`config.mk`:
```
export PLATFORM = sky130hd
export DESIGN_NAME = i2c_bus_monitor_flat
export DESIGN_NICKNAME = d
export VERILOG_FILES = /design/src/rtl/i2c_pkg.sv /design/src/rtl/i2c_bus_monitor_if.sv /design/src/rtl/i2c_glitch_filter.sv /design/src/rtl/i2c_bus_monitor.sv /design/src/flat_wrapper.sv
export SDC_FILE = /design/constraint.sdc
export NUM_CORES = 1
export LEC_CHECK = 0
export CAP_MARGIN = 20
export CORE_ASPECT_RATIO = 1.4
export CORE_MARGIN = 2
export CORE_UTILIZATION = 48
export DETAILED_ROUTE_END_ITERATION = 10
export PLACE_DENSITY = 0.81
export SLEW_MARGIN = 20
export SYNTH_ARGS = -nofsm -noshare
export SYNTH_HDL_FRONTEND = slang
export SYNTH_HIERARCHICAL = 1
export SYNTH_SLANG_ARGS = --single-unit
```
`constraint.sdc`:
```
create_clock -name clk_i -period 1.75 [get_ports clk_i]
set_input_delay 0.175 -clock clk_i [delete_from_list [all_inputs] [get_ports clk_i]]
set_output_delay 0.175 -clock clk_i [all_outputs]
set_load 0.01 [all_outputs]
```
`src/rtl/i2c_pkg.sv`:
```
// Shared I2C receive-path constants: default filter length, period counter width
// and the filter counter sizing.
package i2c_pkg;

  localparam int unsigned FILTER_LEN_DEF = 3;
  localparam int unsigned CNT_W_DEF      = 8;
  localparam int unsigned FILTER_LEN_MAX = 15;
  localparam int unsigned FILT_CNT_W     = 4;

endpackage

```
`src/rtl/i2c_bus_monitor_if.sv`:
```
// Bus-monitor signal bundle: raw pad lines and enable in, filtered lines and events out.
// master = controller side, slave = the monitor itself.
interface i2c_bus_monitor_if
  import i2c_pkg::*;
#(
  parameter int unsigned CNT_W = CNT_W_DEF
);

  logic             mon_en;
  logic             scl_i;
  logic             sda_i;
  logic             scl_f;
  logic             sda_f;
  logic             scl_rise;
  logic             scl_fall;
  logic             start_det;
  logic             stop_det;
  logic             bus_busy;
  logic [CNT_W-1:0] scl_high_cnt;

  modport master (
    output mon_en, scl_i, sda_i,
    input  scl_f, sda_f, scl_rise, scl_fall, start_det, stop_det, bus_busy, scl_high_cnt
  );

  modport slave (
    input  mon_en, scl_i, sda_i,
    output scl_f, sda_f, scl_rise, scl_fall, start_det, stop_det, bus_busy, scl_high_cnt
  );

endinterface

```
`src/rtl/i2c_glitch_filter.sv`:
```
// Two-flop synchronizer plus stability filter for one open-drain bus line.
// The filtered value only follows the synced value after FILTER_LEN consecutive mismatches.
module i2c_glitch_filter
  import i2c_pkg::*;
#(
  parameter int unsigned FILTER_LEN = FILTER_LEN_DEF
) (
  input  logic clk_i,
  input  logic rst_n,
  input  logic en_i,
  input  logic line_i,
  output logic line_s_o,
  output logic line_f_o
);

  if (FILTER_LEN < 1 || FILTER_LEN > FILTER_LEN_MAX) begin : g_bad_len
    $error("i2c_glitch_filter: FILTER_LEN out of range");
  end

  localparam logic [FILT_CNT_W-1:0] CNT_LAST = FILT_CNT_W'(FILTER_LEN - 1);
  localparam logic [FILT_CNT_W-1:0] CNT_ONE  = FILT_CNT_W'(1);

  logic [1:0]            sync_q;
  logic                  filt_q, filt_d;
  logic [FILT_CNT_W-1:0] cnt_q, cnt_d;

  assign line_s_o = sync_q[1];
  assign line_f_o = filt_q;

  // Disabled: track the synced line directly so re-enabling never sees a stale mismatch.
  always_comb begin
    filt_d = filt_q;
    cnt_d  = '0;
    if (!en_i) begin
      filt_d = sync_q[1];
    end else if (sync_q[1] != filt_q) begin
      if (cnt_q == CNT_LAST) filt_d = sync_q[1];
      else                   cnt_d  = cnt_q + CNT_ONE;
    end
  end

  always_ff @(posedge clk_i or negedge rst_n) begin
    if (!rst_n) begin
      sync_q <= 2'b11;
      filt_q <= 1'b1;
      cnt_q  <= '0;
    end else begin
      sync_q <= {sync_q[0], line_i};
      filt_q <= filt_d;
      cnt_q  <= cnt_d;
    end
  end

endmodule

```
`src/rtl/i2c_bus_monitor.sv`:
```
// I2C receive front end: filtered SCL/SDA, edge and START/STOP pulses, bus-busy, SCL high time.
// Define I2C_MON_PERIOD_EN to build the SCL high-period counter; otherwise scl_high_cnt is 0.
module i2c_bus_monitor
  import i2c_pkg::*;
#(
  parameter int unsigned FILTER_LEN = FILTER_LEN_DEF,
  parameter int unsigned CNT_W      = CNT_W_DEF
) (
  input logic              clk_i,
  input logic              rst_n,
  i2c_bus_monitor_if.slave bus
);

  logic scl_s, sda_s, scl_f, sda_f;
  logic scl_p_q, sda_p_q;
  logic scl_rise_q, scl_fall_q, start_q, stop_q, busy_q;
  logic scl_rise_d, scl_fall_d, start_d, stop_d, busy_d;

  i2c_glitch_filter #(.FILTER_LEN(FILTER_LEN)) u_scl_filt (
    .clk_i(clk_i), .rst_n(rst_n), .en_i(bus.mon_en),
    .line_i(bus.scl_i), .line_s_o(scl_s), .line_f_o(scl_f)
  );

  i2c_glitch_filter #(.FILTER_LEN(FILTER_LEN)) u_sda_filt (
    .clk_i(clk_i), .rst_n(rst_n), .en_i(bus.mon_en),
    .line_i(bus.sda_i), .line_s_o(sda_s), .line_f_o(sda_f)
  );

  // START/STOP require SCL high on both sides, so a joint SCL+SDA change is only an SCL edge.
  always_comb begin
    scl_rise_d = scl_f & ~scl_p_q;
    scl_fall_d = ~scl_f & scl_p_q;
    start_d    = scl_f & scl_p_q & sda_p_q & ~sda_f;
    stop_d     = scl_f & scl_p_q & ~sda_p_q & sda_f;
    busy_d     = busy_q;
    if (start_d)     busy_d = 1'b1;
    else if (stop_d) busy_d = 1'b0;
  end

  // While disabled the previous-value flops preload the value the filters load next.
  always_ff @(posedge clk_i or negedge rst_n) begin
    if (!rst_n) begin
      scl_p_q    <= 1'b1;
      sda_p_q    <= 1'b1;
      scl_rise_q <= 1'b0;
      scl_fall_q <= 1'b0;
      start_q    <= 1'b0;
      stop_q     <= 1'b0;
      busy_q     <= 1'b0;
    end else if (!bus.mon_en) begin
      scl_p_q    <= scl_s;
      sda_p_q    <= sda_s;
      scl_rise_q <= 1'b0;
      scl_fall_q <= 1'b0;
      start_q    <= 1'b0;
      stop_q     <= 1'b0;
      busy_q     <= 1'b0;
    end else begin
      scl_p_q    <= scl_f;
      sda_p_q    <= sda_f;
      scl_rise_q <= scl_rise_d;
      scl_fall_q <= scl_fall_d;
      start_q    <= start_d;
      stop_q     <= stop_d;
      busy_q     <= busy_d;
    end
  end

  assign bus.scl_f     = scl_f;
  assign bus.sda_f     = sda_f;
  assign bus.scl_rise  = scl_rise_q;
  assign bus.scl_fall  = scl_fall_q;
  assign bus.start_det = start_q;
  assign bus.stop_det  = stop_q;
  assign bus.bus_busy  = busy_q;

`ifdef I2C_MON_PERIOD_EN
  logic [CNT_W-1:0] per_q, per_d, hcnt_q, hcnt_d;

  // The rising cycle itself already has scl_f high, so the count restarts at 1.
  always_comb begin
    per_d  = per_q;
    hcnt_d = hcnt_q;
    if (scl_rise_d)                   per_d = CNT_W'(1);
    else if (scl_f && (per_q != '1))  per_d = per_q + CNT_W'(1);
    if (scl_fall_d)                   hcnt_d = per_q;
  end

  always_ff @(posedge clk_i or negedge rst_n) begin
    if (!rst_n) begin
      per_q  <= '0;
      hcnt_q <= '0;
    end else if (!bus.mon_en) begin
      per_q  <= '0;
      hcnt_q <= '0;
    end else begin
      per_q  <= per_d;
      hcnt_q <= hcnt_d;
    end
  end

  assign bus.scl_high_cnt = hcnt_q;
`else
  assign bus.scl_high_cnt = {CNT_W{1'b0}};
`endif

endmodule

```
`src/flat_wrapper.sv`:
```
// flat-port wrapper written by rule: the top's interface ports become plain ports
module i2c_bus_monitor_flat import i2c_pkg::*;
#(
  parameter int unsigned FILTER_LEN = FILTER_LEN_DEF,
  parameter int unsigned CNT_W      = CNT_W_DEF
)
  (clk_i, rst_n, bus_mon_en, bus_scl_i, bus_sda_i, bus_scl_f, bus_sda_f, bus_scl_rise, bus_scl_fall, bus_start_det, bus_stop_det, bus_bus_busy, bus_scl_high_cnt);
  i2c_bus_monitor_if #(.CNT_W(CNT_W)) bus_i ();
  input logic clk_i;
  input logic rst_n;
  input wire logic [$bits(bus_i.mon_en)-1:0] bus_mon_en;
  input wire logic [$bits(bus_i.scl_i)-1:0] bus_scl_i;
  input wire logic [$bits(bus_i.sda_i)-1:0] bus_sda_i;
  output wire logic [$bits(bus_i.scl_f)-1:0] bus_scl_f;
  output wire logic [$bits(bus_i.sda_f)-1:0] bus_sda_f;
  output wire logic [$bits(bus_i.scl_rise)-1:0] bus_scl_rise;
  output wire logic [$bits(bus_i.scl_fall)-1:0] bus_scl_fall;
  output wire logic [$bits(bus_i.start_det)-1:0] bus_start_det;
  output wire logic [$bits(bus_i.stop_det)-1:0] bus_stop_det;
  output wire logic [$bits(bus_i.bus_busy)-1:0] bus_bus_busy;
  output wire logic [$bits(bus_i.scl_high_cnt)-1:0] bus_scl_high_cnt;
  assign bus_i.mon_en = bus_mon_en;
  assign bus_i.scl_i = bus_scl_i;
  assign bus_i.sda_i = bus_sda_i;
  assign bus_scl_f = bus_i.scl_f;
  assign bus_sda_f = bus_i.sda_f;
  assign bus_scl_rise = bus_i.scl_rise;
  assign bus_scl_fall = bus_i.scl_fall;
  assign bus_start_det = bus_i.start_det;
  assign bus_stop_det = bus_i.stop_det;
  assign bus_bus_busy = bus_i.bus_busy;
  assign bus_scl_high_cnt = bus_i.scl_high_cnt;
  i2c_bus_monitor #(.FILTER_LEN(FILTER_LEN), .CNT_W(CNT_W)) u_core (.clk_i(clk_i), .rst_n(rst_n), .bus(bus_i));
endmodule
```
### Word-level counts from Yosys, hierarchy flattened

Index checks and enable logic that the tools add are counted.

* add/sub/neg operators: 2
* equality and inequality tests: 9
* muxes and demuxes: 21
* bitwise operators: 11
* reduce and logical (&&, ||, !) cells: 2

Operators with widths (count)
* $mux 4: 6
* $mux 1: 15
* $add 4x1->4 const B: 2
* $eq 4x2->1 const B: 2
* $ne 2x1->1 const B: 4
* $and 1x1->1: 7
* $not 1->1: 4
* $reduce_and 2->1: 2
* $ne 3x1->1 const B: 1
* $ne 1x1->1: 2

* bits in registers: 21
* input port bits: 5
* output and inout bits: 15
* word-level logic and storage cells: 58

### Depth between registers and ports, before layout

Gate-level depths: netlist (run 1).

* depth in word-level cells: 6
* mapped depth: 5
* depth with buffers taken out: 5

### Hierarchy

Netlist (run 1), hierarchy kept.

By module, submodules not included
* i2c_glitch_filter: times used 2, cells an instance 22, area each 297.8 um2, seq. area each 178.9 um2
* i2c_bus_monitor: times used 1, cells an instance 30, area each 335.3 um2, seq. area each 177.7 um2

### Worst setup path before layout (run 1)

OpenSTA, ideal clock, no wires.

* path type: flip-flop to flip-flop
* from: register u_core.u_scl_filt.cnt_q[0]
* to: register u_core.u_scl_filt.filt_q, in the netlist u_core/u_scl_filt/line_f_o
* setup time: 82 ps
* arrival: 1136 ps
* slack: 532 ps
* cell stages (with the launch flop): 6
* clock period less this slack: 1218 ps
* path through: dfrtp_1 > inv_1 > ha_1 > inv_1 > o31ai_2 > mux2_2

* word-level cells in the longest chain between the ends: 3

Ends and longest elaborated chain
* start: declaration: line i2c_glitch_filter.sv:25 `logic [FILT_CNT_W-1:0] cnt_q, cnt_d;`
* start signal: assignment: line i2c_glitch_filter.sv:50 `cnt_q <= cnt_d;`
* $eq 4x2->1: line i2c_glitch_filter.sv:37 `if (cnt_q == CNT_LAST) filt_d = sync_q[1];`
* $ne 2x1->1 (no line)
* $reduce_and 2->1 (no line)
* end signal: assignment: line i2c_glitch_filter.sv:49 `filt_q <= filt_d;`
* end: declaration: line i2c_glitch_filter.sv:24 `logic filt_q, filt_d;`

Every way passes these cells.
A chain may end at the register's enable or synchronous reset.

### Final worst setup path (run 1)

* from: register u_core.u_scl_filt.filt_q, in the netlist u_core/u_scl_filt/line_f_o
* to: output bus_scl_f

RTL lines
* end: declaration: line flat_wrapper.sv:14 `output wire logic [$bits(bus_i.scl_f)-1:0] bus_scl_f;`

No word-level cell between the ends.

==> flow_summary.json, run 1 <==
{
  "status": "finished clean",
  "htree_levels": 1,
  "drv_cap": 0,
  "period_share": 0.922,
  "synthCells": 74,
  "place.gp.congestion": 0.711,
  "layout-drive-gt1-share": 0.213,
  "grt_max_degree": 22,
  "skew_ns": 0.000737,
  "min_period_ns": 1.61,
  "avgSynthCellArea_sq_um": 12.6,
  "drt_pass1_iterations": 1,
  "post-cts-setup-buffers": 0,
  "post_drt_via_cell_ratio": 4.90,
  "power.leakage_nw": 0.479,
  "setup_viol": 0,
  "fillers": 156,
  "grt_pass1_wl_mm": 1.97,
  "rsz0062_at_grt": "false",
  "yosysTopAreaCellShare": 0.349,
  "routed_wl_mm": 1.14,
  "async_flop_share": 1.00,
  "clk_path_buf_depth": 2,
  "timing.hold.ws_ns": 0.219,
  "endpoint_kind": "primary output",
  "design.core.area_sq_mm": 0.00180,
  "yosysMostFrequentCell": "dfrtp_1",
  "diodes": 0,
  "ys_seq_elements": 21,
  "cts-buffers-inserted": 3,
  "wl_per_cell_um": 10.5,
  "drc": 0,
  "max_freq_ghz": 0.620,
  "synth_area_sq_um": 931,
  "path_cells": "clkdlybuf4s50_1",
  "cp_slowest_cell": "dfstp_2",
  "synthFlopType": "dfrtp_1",
  "insertion_delay_ns": 0.28,
  "gr-total-overflow": 0,
  "yosysUniqueCellTypes": 23,
  "crit_path_max_fanout": 7,
  "max-vdd-ir-drop_mv": 0.557,
  "final_cells": 109,
  "drt_iter0_markers": 0,
  "synth_edf_count": 0,
  "yosysSeqAreaShare": 0.575,
  "path_delay_family": "flip-flops",
  "cp-start-kind": "flop",
  "vias": 534,
  "ios": 20,
  "yosysWarningCount": 6,
  "slowest_delay_ns": 0.60,
  "final_hold_viol_count": 0,
  "portBuffers": 11,
  "r2r-start": "u_core/u_scl_filt/cnt_q[0]",
  "dieHeight_um": 56.1,
  "dieArea_sq_mm": 0.00231,
  "power_density_mw_per_mm2": 848,
  "area_growth_pct": 14.5,
  "crit_start": "u_core/u_scl_filt/line_f_o",
  "synth_top_cell_by_area": "dfrtp_1",
  "grt_pass1_vias": 499,
  "clk_pin_slew_ns": 0.10,
  "cts_root_buf": "clkbuf_4",
  "placed_cell_area_sq_mm": 0.00104,
  "die_w_um": 41.2,
  "rows": 18,
  "grt_usage": 0.124,
  "setup-tns-final_ns": 0,
  "critical_path_class": "reg -> out",
  "hold_class": "in -> async",
  "cts_tree": "yes",
  "ys_top_cells_by_count": "13 x dfrtp_1, 10 x nor2_1, 8 x buf_4, 8 x dfstp_2, 5 x inv_1",
  "path_buf_inv": 1,
  "fin_nets": 99,
  "post_cts_resized": 0,
  "stdcell_area_sq_mm": 0.00107,
  "finalPower_uw": 904,
  "post-place-cells": 105,
  "cp_data_arrival_time_ns": 1.44,
  "detail-route-antenna-nets": 0,
  "crit_required_ns": 1.57,
  "dpl.hpwl_um": 858,
  "start_util": 0.517,
  "antenna_found_initial": 0,
  "clock-sinks": 21,
  "cts_hold_buf": 0,
  "drv_slew": 0,
  "synth_area_leaders": "dfrtp_1 35%, dfstp_2 23%, buf_4 6.5%"
}
[logic make-up (layout without fill, tap and decap cells)]
logic type,count (synthesis),in the layout,share of synthesized area
DFF,21,21,0.575
and+or+nand+nor,20,20,0.116
buffers and inverters,13,21,0.0847
AOI/OAI and AO/OA,6,6,0.0739
xor gates and xnor gates,6,6,0.0565
adders and majority gates,4,4,0.0538
muxes,3,3,0.0363
other,1,8,0.00403
[worst paths after layout]
kind / end / slack (ns) / cells after the start
setup reg to reg: u_core/u_scl_filt/line_f_o / 0.47 / 5
min in group clk_i: u_core/u_scl_filt/sync_q[0] / 0.28 / 1
hold reg to reg: u_core/u_sda_filt/sync_q[1] / 0.36 / 0
max in group asynchronous: u_core/u_sda_filt/sync_q[0] / 1.27 / 2
setup / recovery: bus_scl_f / 0.14 / 1
hold / removal: u_core/bus.bus_busy / 0.22 / 2
[cells in the final DEF, fill, tap and decap left out, types with 2 or more instances in the layout]
cell / count
clkbuf_4: 3
clkdlybuf4s50_1: 11
conb_1: 8
dfrtp_1: 13
dfstp_2: 8
ha_1: 4
inv_1: 5
mux2_2: 2
nand2_1: 2
nand3_1: 2
nor2_1: 10
o311ai_2: 2
o31ai_2: 2
xnor2_1: 2
xor2_1: 4
[registers in the layout (all words and copies together), names as in the netlist]
signal and cells:
u_core/scl_p_q 1, u_core/sda_p_q 1, u_core/bus.scl_fall 1, u_core/u_sda_filt/cnt_q 4
u_core/u_scl_filt/line_f_o 1, u_core/bus.scl_rise 1, u_core/u_sda_filt/sync_q 2, u_core/u_scl_filt/cnt_q 4
u_core/bus.bus_busy 1, u_core/bus.start_det 1, u_core/u_sda_filt/line_f_o 1, u_core/bus.stop_det 1
u_core/u_scl_filt/sync_q 2
[report_power, final]
group / internal, mW / switching, mW / total (mW)
Clock: 0.0884 / 0.128 / 0.216
Sequential: 0.530 / 0.0308 / 0.560
Combinational: 0.0647 / 0.0628 / 0.127
[per-layer routing]
metal  vias up  part of all wire  global-route usage
li1        261                 -                   -
met1       258              0.39               0.141
met2        13              0.53               0.201
met3         2             0.062              0.0240
met4         0             0.014              0.0691
met5         -                 0                   0
[per-stage QoR]
stage	util	setup slack (ns)
2_1_floorplan	-	0.532
3_3_place_gp	0.577	0.413
3_5_place_dp	0.577	0.387
4_1_cts	0.592	0.120
5_1_grt	0.592	0.0520
6_report	0.592	0.136
[final cells by class]
type | instances | area (sq um) | share of cell area
clock buffers | 4 | 26.3 | 0.0246
multi-input cells | 47 | 343 | 0.322
well taps | 20 | 25.0 | 0.0235
inverters | 5 | 18.8 | 0.0176
repair buffers | 12 | 118 | 0.110
flip-flops and latches | 21 | 536 | 0.502
Power figures use the tool's default switching activity.
==> run 2: changes to the inputs <==
- CORE_MARGIN: 2 -> not set
- CTS_CLUSTER_DIAMETER: not set -> 30
- GPL_TIMING_DRIVEN: not set -> 0
==> flow_summary.json, run 2 (same netlist as run 1, synthesis figures left out) <==
{
  "diodes": 0,
  "rr_endpoint": "u_core/u_sda_filt/line_f_o",
  "r2r_slack_ns": 0.43,
  "start_util": 0.517,
  "stdcell_area_sq_mm": 0.00112,
  "vias": 555,
  "period_share": 0.930,
  "placed_cell_area_sq_mm": 0.00109,
  "fin_nets": 106,
  "max_freq_ghz": 0.615,
  "path_buf_inv": 1,
  "design.core.area_sq_mm": 0.00180,
  "wl_per_cell_um": 11.1,
  "gr-total-overflow": 0,
  "status": "finished clean",
  "grt_pass1_vias": 520,
  "min_from": "bus_scl_i",
  "clock-sinks": 21,
  "clk_path_buf_depth": 2,
  "cp_data_arrival_time_ns": 1.45,
  "power_density_mw_per_mm2": 826,
  "worst_pin_slew_ns": 0.886,
  "endpoint_kind": "primary output",
  "post-place-cells": 112,
  "rows": 18,
  "drt_pass1_iterations": 2,
  "post_cts_resized": 0,
  "dieArea_sq_mm": 0.00212,
  "slowest_delay_ns": 0.61,
  "dieHeight_um": 54.1,
  "top_regs": "u_core/u_scl_filt/cnt_q: 4 flops, u_core/u_sda_filt/cnt_q: 4 flops",
  "cts-buffers-inserted": 3,
  "max-vdd-ir-drop_mv": 0.468,
  "hold_end": "u_core/u_scl_filt/sync_q[0]",
  "worst_slack_ns": 0.123,
  "detail-route-antenna-nets": 0,
  "final_hold_viol_count": 0,
  "path_delay_family": "flip-flops",
  "path_cells": "clkdlybuf4s50_1",
  "power.leakage_nw": 0.518,
  "final_cell_mix": "13 x dfrtp_1, 11 x clkdlybuf4s50_1, 10 x nor2_1",
  "min_period_ns": 1.63,
  "drt_iter0_markers": 3,
  "ios": 20,
  "skew_ns": 0.00158,
  "drv_slew": 0,
  "cts_root_buf": "clkbuf_4",
  "crit_path_max_fanout": 8,
  "slew_headroom": 0.407,
  "place.gp.congestion": 0.661,
  "insertion_delay_ns": 0.29,
  "holdPathStages": 1,
  "layout-drive-gt1-share": 0.271,
  "area_growth_pct": 20.2,
  "cp_slowest_cell": "dfstp_2",
  "grt_pass1_wl_mm": 2.10,
  "die_w_um": 39.2,
  "portBuffers": 11,
  "finalPower_uw": 924,
  "crit_required_ns": 1.57,
  "place_ws_ns": 0.353,
  "critical_path_class": "reg -> out",
  "r2r-start": "u_core/u_sda_filt/cnt_q[0]",
  "cp-start-kind": "flop",
  "htree_levels": 1,
  "antenna_found_initial": 0,
  "post-cts-setup-buffers": 0,
  "cts_tree": "yes",
  "final_cells": 116,
  "drc": 0,
  "clk_pin_slew_ns": 0.11,
  "grt_max_degree": 22,
  "setup_viol": 0,
  "post_drt_via_cell_ratio": 4.78,
  "drv_cap": 0,
  "hold_class": "in -> reg",
  "routed_wl_mm": 1.29,
  "setup-tns-final_ns": 0,
  "rsz0062_at_grt": "false",
  "crit_start": "u_core/u_sda_filt/line_f_o",
  "grt_usage": 0.147,
  "cts_hold_buf": 0,
  "layout_commonest_cell": "dfrtp_1",
  "reg2regPathDepth": 5,
  "dpl.hpwl_um": 981
}
==> run 2: worst reg2reg max path, delay by kind of cell (launching register included) <==
kind	cells	cell delay (ns)
buffers and inverters	2	0.13
muxes	1	0.36
adders and majority gates	1	0.14
DFF	1	0.43
AOI/OAI and AO/OA	1	0.20
==> run 2: worst max path at each step <==
stage	end	cells past startpoint	slack [ns]
after floorplan	u_core/u_scl_filt/line_f_o	5	0.53
after global placement	u_core/u_sda_filt/line_f_o	3	0.38
after detailed placement	u_core/u_scl_filt/line_f_o	3	0.35
after CTS	bus_scl_f	1	0.1
after global routing	bus_sda_f	1	0.04
final	bus_sda_f	1	0.12
==> run 2: layer usage <==
layer | vias to the layer above | share of wire | global-route usage | wire length, um
met5 | - | 0 | 0 | 0
met2 | 12 | 0.56 | 0.256 | 722
met1 | 264 | 0.39 | 0.154 | 506
met4 | 0 | 0.0093 | 0.103 | 12
li1 | 277 | - | - | -
met3 | 2 | 0.035 | 0.0248 | 45
==> run 2: through the flow <==
stage               hold slack, ns  utilization
floorplan                   -0.121            -
global placement             0.345        0.606
global route                 0.259        0.621
CTS                          0.265        0.621
detailed placement           0.347        0.606
finish                       0.277        0.621
==> run 2: area by class of cell <==
type | count | area, sq um
buffer | 8 | 60.1
clock buffer | 4 | 26.3
fill | 163 | 683
inverter | 5 | 18.8
multi-input combinational | 47 | 343
sequential | 21 | 536
tap | 20 | 25.0
timing repair buffer | 11 | 110
==> run 2: report_power, final <==
| part | switching (mW) | internal, mW | total, mW | leakage [nW] |
|---|---|---|---|---|
| clock network | 0.131 | 0.0886 | 0.220 | 0.0150 |
| registers | 0.0324 | 0.530 | 0.562 | 0.262 |
| logic | 0.0671 | 0.0750 | 0.142 | 0.240 |
